**config.mk**
```make
export PLATFORM = sky130hd
export DESIGN_NAME = dot_accumulator_flat
export DESIGN_NICKNAME = d
export VERILOG_FILES = /design/src/rtl/dot_accumulator_pkg.sv /design/src/rtl/dot_accumulator_if.sv /design/src/rtl/dot_accumulator_acc_add.sv /design/src/rtl/dot_accumulator.sv /design/src/flat_wrapper.sv
export SDC_FILE = /design/constraint.sdc
export NUM_CORES = 1
export LEC_CHECK = 0
export CORE_MARGIN = 1.5
export CORE_UTILIZATION = 45
export DETAILED_ROUTE_END_ITERATION = 8
export PLACE_DENSITY = 0.74
export SYNTH_ARGS = -nofsm -noshare
export SYNTH_HDL_FRONTEND = slang
export SYNTH_SLANG_ARGS = --single-unit
```
**constraint.sdc**
```tcl
create_clock -name clk -period 4.8 [get_ports clk]
set_input_delay 0.72 -clock clk [delete_from_list [all_inputs] [get_ports clk]]
set_output_delay 0.72 -clock clk [all_outputs]
set_load 0.05 [all_outputs]
```
**src/rtl/dot_accumulator_pkg.sv**
```systemverilog
// dot_accumulator_pkg: shared FSM state type and saturation limits for the dot-product accumulator
package dot_accumulator_pkg;
  typedef enum logic [1:0] {IDLE = 2'd0, ACC = 2'd1, HOLD = 2'd2} state_t;
  localparam logic [15:0] SAT_POS = 16'h7FFF;
  localparam logic [15:0] SAT_NEG = 16'h8000;
endpackage

```
**src/rtl/dot_accumulator_if.sv**
```systemverilog
// dot_accumulator_if: job control, product input and result output handshakes of the accumulator
interface dot_accumulator_if #(
  parameter int WIDTH = 16,
  parameter int LEN_W = 4
);
  logic             start;
  logic [LEN_W-1:0] len;
  logic             in_valid;
  logic             in_ready;
  logic [WIDTH-1:0] in_prod;
  logic             out_valid;
  logic             out_ready;
  logic [WIDTH-1:0] out_sum;
  logic             out_ovf;
  logic             busy;
  modport master (
    output start, len, in_valid, in_prod, out_ready,
    input  in_ready, out_valid, out_sum, out_ovf, busy
  );
  modport slave (
    input  start, len, in_valid, in_prod, out_ready,
    output in_ready, out_valid, out_sum, out_ovf, busy
  );
endinterface

```
**src/rtl/dot_accumulator_acc_add.sv**
```systemverilog
// acc_add: combinational signed adder with overflow bit; clamps instead of wrapping when DOT_ACCUMULATOR_SAT_EN is defined
module acc_add #(
  parameter int WIDTH = 16
) (
  input  logic [WIDTH-1:0] a,
  input  logic [WIDTH-1:0] b,
  output logic [WIDTH-1:0] sum,
  output logic             ovf
);
  logic [WIDTH-1:0] raw;
  assign raw = a + b;
  assign ovf = (a[WIDTH-1] == b[WIDTH-1]) && (raw[WIDTH-1] != a[WIDTH-1]);
`ifdef DOT_ACCUMULATOR_SAT_EN
  // on overflow both operands share a's sign, so that sign picks the clamp direction
  assign sum = ovf ? {a[WIDTH-1], {(WIDTH-1){~a[WIDTH-1]}}} : raw;
`else
  assign sum = raw;
`endif
endmodule

```
**src/rtl/dot_accumulator.sv**
```systemverilog
// dot_accumulator: sums len signed products into one result with sticky overflow; saturating when DOT_ACCUMULATOR_SAT_EN is defined
module dot_accumulator
  import dot_accumulator_pkg::*;
#(
  parameter int WIDTH = 16,
  parameter int LEN_W = 4
) (
  input logic clk,
  input logic rst,
  dot_accumulator_if.slave bus
);
  state_t           state, state_n;
  logic [WIDTH-1:0] acc, acc_n, add_sum;
  logic [LEN_W-1:0] rem, rem_n;
  logic             ovf, ovf_n, add_ovf;
  acc_add #(.WIDTH(WIDTH)) u_add (
    .a  (acc),
    .b  (bus.in_prod),
    .sum(add_sum),
    .ovf(add_ovf)
  );
  always_ff @(posedge clk) begin
    if (rst) begin
      state <= IDLE;
      acc   <= '0;
      rem   <= '0;
      ovf   <= 1'b0;
    end else begin
      state <= state_n;
      acc   <= acc_n;
      rem   <= rem_n;
      ovf   <= ovf_n;
    end
  end
  always_comb begin
    state_n = state;
    acc_n   = acc;
    rem_n   = rem;
    ovf_n   = ovf;
    case (state)
      IDLE: if (bus.start) begin
        state_n = (bus.len == '0) ? HOLD : ACC;
        acc_n   = '0;
        rem_n   = bus.len;
        ovf_n   = 1'b0;
      end
      ACC: if (bus.in_valid) begin
        acc_n   = add_sum;
        rem_n   = rem - LEN_W'(1);
        ovf_n   = ovf | add_ovf;
        state_n = (rem == LEN_W'(1)) ? HOLD : ACC;
      end
      HOLD: state_n = bus.out_ready ? IDLE : HOLD;
      default: state_n = IDLE;
    endcase
  end
  assign bus.in_ready  = (state == ACC);
  assign bus.out_valid = (state == HOLD);
  assign bus.busy      = (state != IDLE);
  assign bus.out_sum   = acc;
  assign bus.out_ovf   = ovf;
endmodule

```
**src/flat_wrapper.sv**
```systemverilog
// flat-port wrapper written by rule: the top's interface ports become plain ports
module dot_accumulator_flat import dot_accumulator_pkg::*;
#(
  parameter int WIDTH = 16,
  parameter int LEN_W = 4
)
  (clk, rst, bus_start, bus_len, bus_in_valid, bus_in_prod, bus_out_ready, bus_in_ready, bus_out_valid, bus_out_sum, bus_out_ovf, bus_busy);
  dot_accumulator_if #(.WIDTH(WIDTH), .LEN_W(LEN_W)) bus_i ();
  input logic clk;
  input logic rst;
  input wire logic [$bits(bus_i.start)-1:0] bus_start;
  input wire logic [$bits(bus_i.len)-1:0] bus_len;
  input wire logic [$bits(bus_i.in_valid)-1:0] bus_in_valid;
  input wire logic [$bits(bus_i.in_prod)-1:0] bus_in_prod;
  input wire logic [$bits(bus_i.out_ready)-1:0] bus_out_ready;
  output wire logic [$bits(bus_i.in_ready)-1:0] bus_in_ready;
  output wire logic [$bits(bus_i.out_valid)-1:0] bus_out_valid;
  output wire logic [$bits(bus_i.out_sum)-1:0] bus_out_sum;
  output wire logic [$bits(bus_i.out_ovf)-1:0] bus_out_ovf;
  output wire logic [$bits(bus_i.busy)-1:0] bus_busy;
  assign bus_i.start = bus_start;
  assign bus_i.len = bus_len;
  assign bus_i.in_valid = bus_in_valid;
  assign bus_i.in_prod = bus_in_prod;
  assign bus_i.out_ready = bus_out_ready;
  assign bus_in_ready = bus_i.in_ready;
  assign bus_out_valid = bus_i.out_valid;
  assign bus_out_sum = bus_i.out_sum;
  assign bus_out_ovf = bus_i.out_ovf;
  assign bus_busy = bus_i.busy;
  dot_accumulator #(.WIDTH(WIDTH), .LEN_W(LEN_W)) u_core (.clk(clk), .rst(rst), .bus(bus_i));
endmodule
```
==> results of run 1 <==
final timing paths:
kind	startpoint	to	slack [ns]
setup / recovery	bus_in_prod[0]	u_core.bus.out_sum[8]	2.04
hold / removal	u_core.bus.out_sum[0]	u_core.bus.out_sum[0]	0.47
setup reg to reg	u_core.bus.out_sum[0]	u_core.bus.out_sum[8]	2.54
hold reg to reg	u_core.bus.out_sum[0]	u_core.bus.out_sum[0]	0.47
flip-flops by register name (all words and copies together), names as in the netlist:
signal / flops
u_core.rem: 4
u_core.bus.out_ovf: 1
u_core.state: 2
u_core.bus.out_sum: 16
worst max-delay path: stages:
cell and delay [ns]:
clkdlybuf4s50_1 0.40, ha_1 0.23, fa_1 0.43, a211oi_1 0.32, o21ai_0 0.20, a21o_1 0.21, a21oi_1 0.16, xor2_1 0.16
o21ai_0 0.08
metrics by stage:
step / power (mW) / utilization / worst slack, ns / hold slack, ns
after floorplan: 0.405 / - / 2.40 / 0.481
after global placement: 0.476 / 0.599 / 1.84 / 0.465
after detailed placement: 0.478 / 0.599 / 1.81 / 0.463
after CTS: 0.609 / 0.612 / 2.06 / 0.477
after global routing: 0.640 / 0.612 / 1.92 / 0.501
final: 0.607 / 0.612 / 2.04 / 0.473
power breakdown:
part           switching (mW)  internal, mW
Sequential             0.0152         0.207
Combinational           0.151         0.102
Clock                  0.0738        0.0583
layer usage:
metal,global-route usage,vias to the layer above,part of all wire
li1,-,863,-
met1,0.252,772,0.48
met2,0.327,41,0.46
met3,0.0428,2,0.053
met4,0.0313,0,0.0032
met5,0,-,0
logic make-up after synthesis:
family                     share of synthesized area
and+or+nand+nor                                0.200
AOI/OAI and AO/OA                              0.292
DFF                                            0.261
adders and majority gates                      0.132
xor gates and xnor gates                      0.0595
buffers and inverters                         0.0333
muxes                                         0.0234
cell type report:
cell class	count	area, um2	share of cell area
tap	48	60.1	0.0264
multi-input combinational	178	1250	0.549
clock inverter	1	5.00	0.00220
clock buffer	3	41.3	0.0182
timing repair buffer	44	440	0.194
inverter	5	18.8	0.00826
sequential	23	460	0.203
cells in the final DEF (no fill, tap or decap), drive strengths merged, types with 2 or more instances in the layout:
cell type      netlist  routed
a211oi               5       5
a21o                 5       5
a21oi               22      22
a22oi                6       6
a31oi                2       2
and2b                2       2
and3                 2       2
clkbuf               4       3
clkdlybuf4s50        0      44
dfxtp               23      23
ha                  17      17
inv                  5       5
mux2i                3       3
nand2               22      22
nand2b               2       2
nand3                5       5
nand4                4       4
nor2                23      23
nor2b                2       2
nor3                 6       6
o211ai               2       2
o21a                 2       2
o21ai               16      16
o21bai               2       2
o31ai                2       2
xnor2               10      10
xor2                 2       2
==> flow_summary.toml, run 1 <==
[run_status]
status = "finished clean"

[place]
postPlaceCellArea_mm2 = 0.00223
dp_cells = 298
globalplace.congestion = 0.924
hpwl_detailed_um = 3080
buffer_ports.inserted = 44

[sta]
worst_slew_margin_rel = 0.511
fmax_mhz = 362
setup_viol = 0
min_period_ns = 2.76
unrepaired_setup_endpoints_after_global_routing = "false"
totalNegativeSetupSlack_ns = 0
tightestPinTransition_ns = 0.731
hold_violations = 0
skew_ns = 0.000984
final.period_utilization = 0.575
report.final.slew_viol_count = 0

[drt]
post-route-drc-count = 0
route.antenna.remaining_nets = 0
vias_per_cell = 5.56
route.detailed.wl_per_inst_um = 13.6
dr.pass1.iters = 4
drt_iter0_markers = 80
detailroute.via_count = 1678
routed_wl_um = 4110

[synth]
synthArstFlopShare = 0
syn_nets = 256
number_of_distinct_library_cells_after_synthesis = 53
synth_area_mm2 = 0.00177
avgSynthCellArea_um2 = 8.29
synth_largest_type_area_fraction = 0.261
synth-seq-area-share = 0.261
synth_edf_count = 0
synth_top_cells_by_area = "dfxtp_1 (26%), ha_1 (12%), a21oi_1 (5.7%)"
yosys.area.top_type = "dfxtp_1"
synth.top_cells.by_count = "dfxtp_1 (23), nor2_1 (23), nand2_1 (22)"
ys_ff_latch = 23
synthesis.instances = 213
synth.yosys.warnings = 0
postSynth.topFlopCell = "dfxtp_1"

[flow_run]
timing.max_cap.violations = 0

[clock_network]
cts.path.max_buffers = 2
hold_buf_cts = 0
cts_tree = "done"
worst_skew_late_latency_ns = 0.27
htree_num_levels = 1
post_cts_buffers = 0
numCtsBuffers = 3
post_cts_resize_count = 0
clkTransAtPathRegs_ns = 0.09
clock_sinks = 23
ctsRootBufferMaster = "clkbuf_8"

[worst_setup_path]
timing.reg2reg.worst_path_depth = 8
crit_type = "in2reg"
critPathMaxFanout = 3
startpoint_type = "input port"
worst-endpoint-required_ns = 4.95
worst-endpoint-arrival_ns = 2.92
cp-end-kind = "register"

[power]
power.density_mw_per_mm2 = 267
ir_drop_mv = 0.197
p_leak_nw = 0.885

[floorplan]
boundaryPins = 45
die_area_mm2 = 0.00431
core_mm2 = 0.00372
floorplan.initialDensity = 0.475
die_h_um = 65.7
chipWidth_um = 65.7
floorplan.rows = 22

[hold_path]
min_path_cells = 2
hold_path_class = "reg2reg"

[final_layout]
instances_no_fill = 302
n_antenna_cell = 0
share_of_final_layout_standard_cells_stronger_than_drive_strength_1 = 0.0709
filler_cell_count = 337
synthToLayoutAreaGrowth_pct = 28.7
finalInstanceArea_mm2 = 0.00227
layout.nets = 298

[global_route]
antenna_found_initial = 0
grt_start_max_net_pins = 17
track_usage = 0.193
via_count_of_the_first_global_routing_pass = 1452
grt_first_pass_wirelength_um = 6590
residual_overflow_from_global_routing = 0
No activity file was read; power rests on OpenSTA's default activity.
==> run 2, diff against run 1 <==
- CORE_UTILIZATION: 45 -> 44
- PLACE_DENSITY: 0.74 -> 0.76
- clock period: 4.8 -> 2.47 ns (I/O delays scaled with it)
==> run 2 against run 1 <==
Against the previous run:
- global-route usage up 1.3 points
- via count up 7.6%
- sequential share of layout area down 1.1 points
- first-iteration DRC count up 44%
- clock power up 83%
- cell area up 5.8%
- critical path type unchanged
- critical endpoint unchanged
==> flow_summary.toml, run 2 (same netlist as run 1, synthesis figures left out) <==
[run_status]
status = "finished clean"

[global_route]
track_usage = 0.205
via_count_of_the_first_global_routing_pass = 1673
grt-busiest-layer = "met2"
grt.met2_usage = 0.366
global_route.usage.met1 = 0.265
grt_start_max_net_pins = 13
met3_usage_grt = 0.0204
residual_overflow_from_global_routing = 0
antenna_found_initial = 0
grt_first_pass_wirelength_um = 7140

[place]
postPlaceCellArea_mm2 = 0.00235
dp_slack_ns = -0.100
globalplace.congestion = 0.923
buffer_ports.inserted = 44
hpwl_detailed_um = 3430

[sta]
hold_violations = 0
fmax_mhz = 451
final.period_utilization = 0.898
timing.final.ws_setup_ns = 0.251
skew_ns = 0.00527
min_period_ns = 2.22
unrepaired_setup_endpoints_after_global_routing = "false"
setup_viol = 0
report.final.slew_viol_count = 0
worst_slew_margin_rel = 0.665
tightestPinTransition_ns = 0.501
hold_slack_ns = 0.478

[final_layout]
share_of_final_layout_standard_cells_stronger_than_drive_strength_1 = 0.129
layout.cells.most_common = "clkdlybuf4s50_1"
layout.cells.most_common_list = "clkdlybuf4s50_1 (44), nor2_1 (23), dfxtp_1 (23)"
layout.nets = 315
synthToLayoutAreaGrowth_pct = 36.1
finalInstanceArea_mm2 = 0.00240
final_util = 0.638
n_antenna_cell = 0
largest_reg_flops = 16
filler_cell_count = 339

[worst_setup_path]
cp_num_cells = 9
worst-path-buf-inv = 1
crit_start = "bus_in_prod[0]"
crit_type = "in2reg"
startpoint_type = "input port"
timing.rr.end = "u_core.bus.out_sum[8]"
max_stage_delay_ns = 0.41
timing.reg2reg.worst_path_depth = 8
list_of_cells_traversed_by_the_critical_path = "clkdlybuf4s50_1 -> ha_1 -> fa_1 -> a211oi_2 -> o21ai_0 -> a21o_1 -> a21oi_1 -> xor2_1 -> o21ai_0"
critPathSlowestCell = "clkdlybuf4s50_1"
worst-r2r-setup-slack_ns = 0.42
critPathMaxFanout = 2
path_delay_family = "compound AO/OA/AOI/OAI gates"
worst-endpoint-required_ns = 2.63
path_common_cell = "o21ai_0"
start_of_the_worst_register_to_register_path = "u_core.bus.out_sum[0]"
cp-endpoint = "u_core.bus.out_sum[8]"
cp-end-kind = "register"
worst-endpoint-arrival_ns = 2.38

[clock_network]
worst_skew_late_latency_ns = 0.27
post_cts_buffers = 0
numCtsBuffers = 3
htree_num_levels = 1
cts_tree = "done"
cts.path.max_buffers = 2
clkTransAtPathRegs_ns = 0.09
clock_sinks = 23
post_cts_resize_count = 0
ctsRootBufferMaster = "clkbuf_8"
hold_buf_cts = 0

[floorplan]
die_h_um = 66.4
die_area_mm2 = 0.00440
core_mm2 = 0.00377
chipWidth_um = 66.4
floorplan.rows = 22
boundaryPins = 45
floorplan.initialDensity = 0.468

[drt]
drt_iter0_markers = 115
vias_per_cell = 5.66
dr.pass1.iters = 4
detailroute.via_count = 1806
post-route-drc-count = 0
route.antenna.remaining_nets = 0
route.detailed.wl_per_inst_um = 13.5
routed_wl_um = 4300

[power]
power.density_mw_per_mm2 = 500
ir_drop_mv = 0.293
p_leak_nw = 0.965

[hold_path]
hold_path_class = "reg2reg"

[flow_run]
timing.max_cap.violations = 0
## run 2: changes by cell type in the layout (fill, tap and decap cells not counted), sizes merged
cell / change
buf: +17
clkbuf: +1
clkinv: -1
## run 2: area by class of cell
class | count | area (um2) | area share
multi-input cells | 178 | 1250 | 0.521
inverters | 5 | 18.8 | 0.00780
well taps | 48 | 60.1 | 0.0250
repair buffers | 61 | 568 | 0.236
flip-flops and latches | 23 | 460 | 0.191
clock buffers | 4 | 45.0 | 0.0187
## run 2: how the worst min path moves through the flow
stage | from | depth (start not counted) | slack [ns] | end
finish | u_core.bus.out_sum[0] | 2 | 0.48 | u_core.bus.out_sum[0]
floorplan | u_core.rem[1] | 2 | 0.48 | u_core.rem[1]
CTS | u_core.bus.out_sum[0] | 2 | 0.48 | u_core.bus.out_sum[0]
detailed placement | u_core.bus.out_sum[0] | 2 | 0.47 | u_core.bus.out_sum[0]
global route | u_core.bus.out_sum[11] | 2 | 0.51 | u_core.bus.out_sum[11]
global placement | u_core.bus.out_sum[0] | 2 | 0.47 | u_core.bus.out_sum[0]
## run 2: layer usage
layer  share of wire  vias to the layer above
met5               0                        -
met4          0.0067                        0
met2            0.50                       46
li1                -                      904
met3           0.037                        4
met1            0.46                      852
## run 2: per-stage QoR
step | cells | power (mW) | setup TNS, ns
final | 319 | 1.20 | 0
after detailed placement | 315 | 0.966 | -0.307
after global routing | 319 | 1.28 | 0
after CTS | 319 | 1.21 | 0
after floorplan | 213 | 0.787 | 0
after global placement | 315 | 0.960 | -0.0784
## run 2: where the power goes
part / total, mW / internal (mW) / switching (mW)
sequential: 0.433 / 0.402 / 0.0309
combinational: 0.527 / 0.228 / 0.299
clock: 0.242 / 0.115 / 0.126
total: 1.20 / 0.746 / 0.457
## run 2: worst reg2reg max path, stage by stage (launching register included)
cell and delay, ns:
dfxtp_1 0.33, ha_1 0.22, fa_1 0.41, a211oi_2 0.24, o21ai_0 0.17, a21o_1 0.20
a21oi_1 0.16, xor2_1 0.14, o21ai_0 0.08
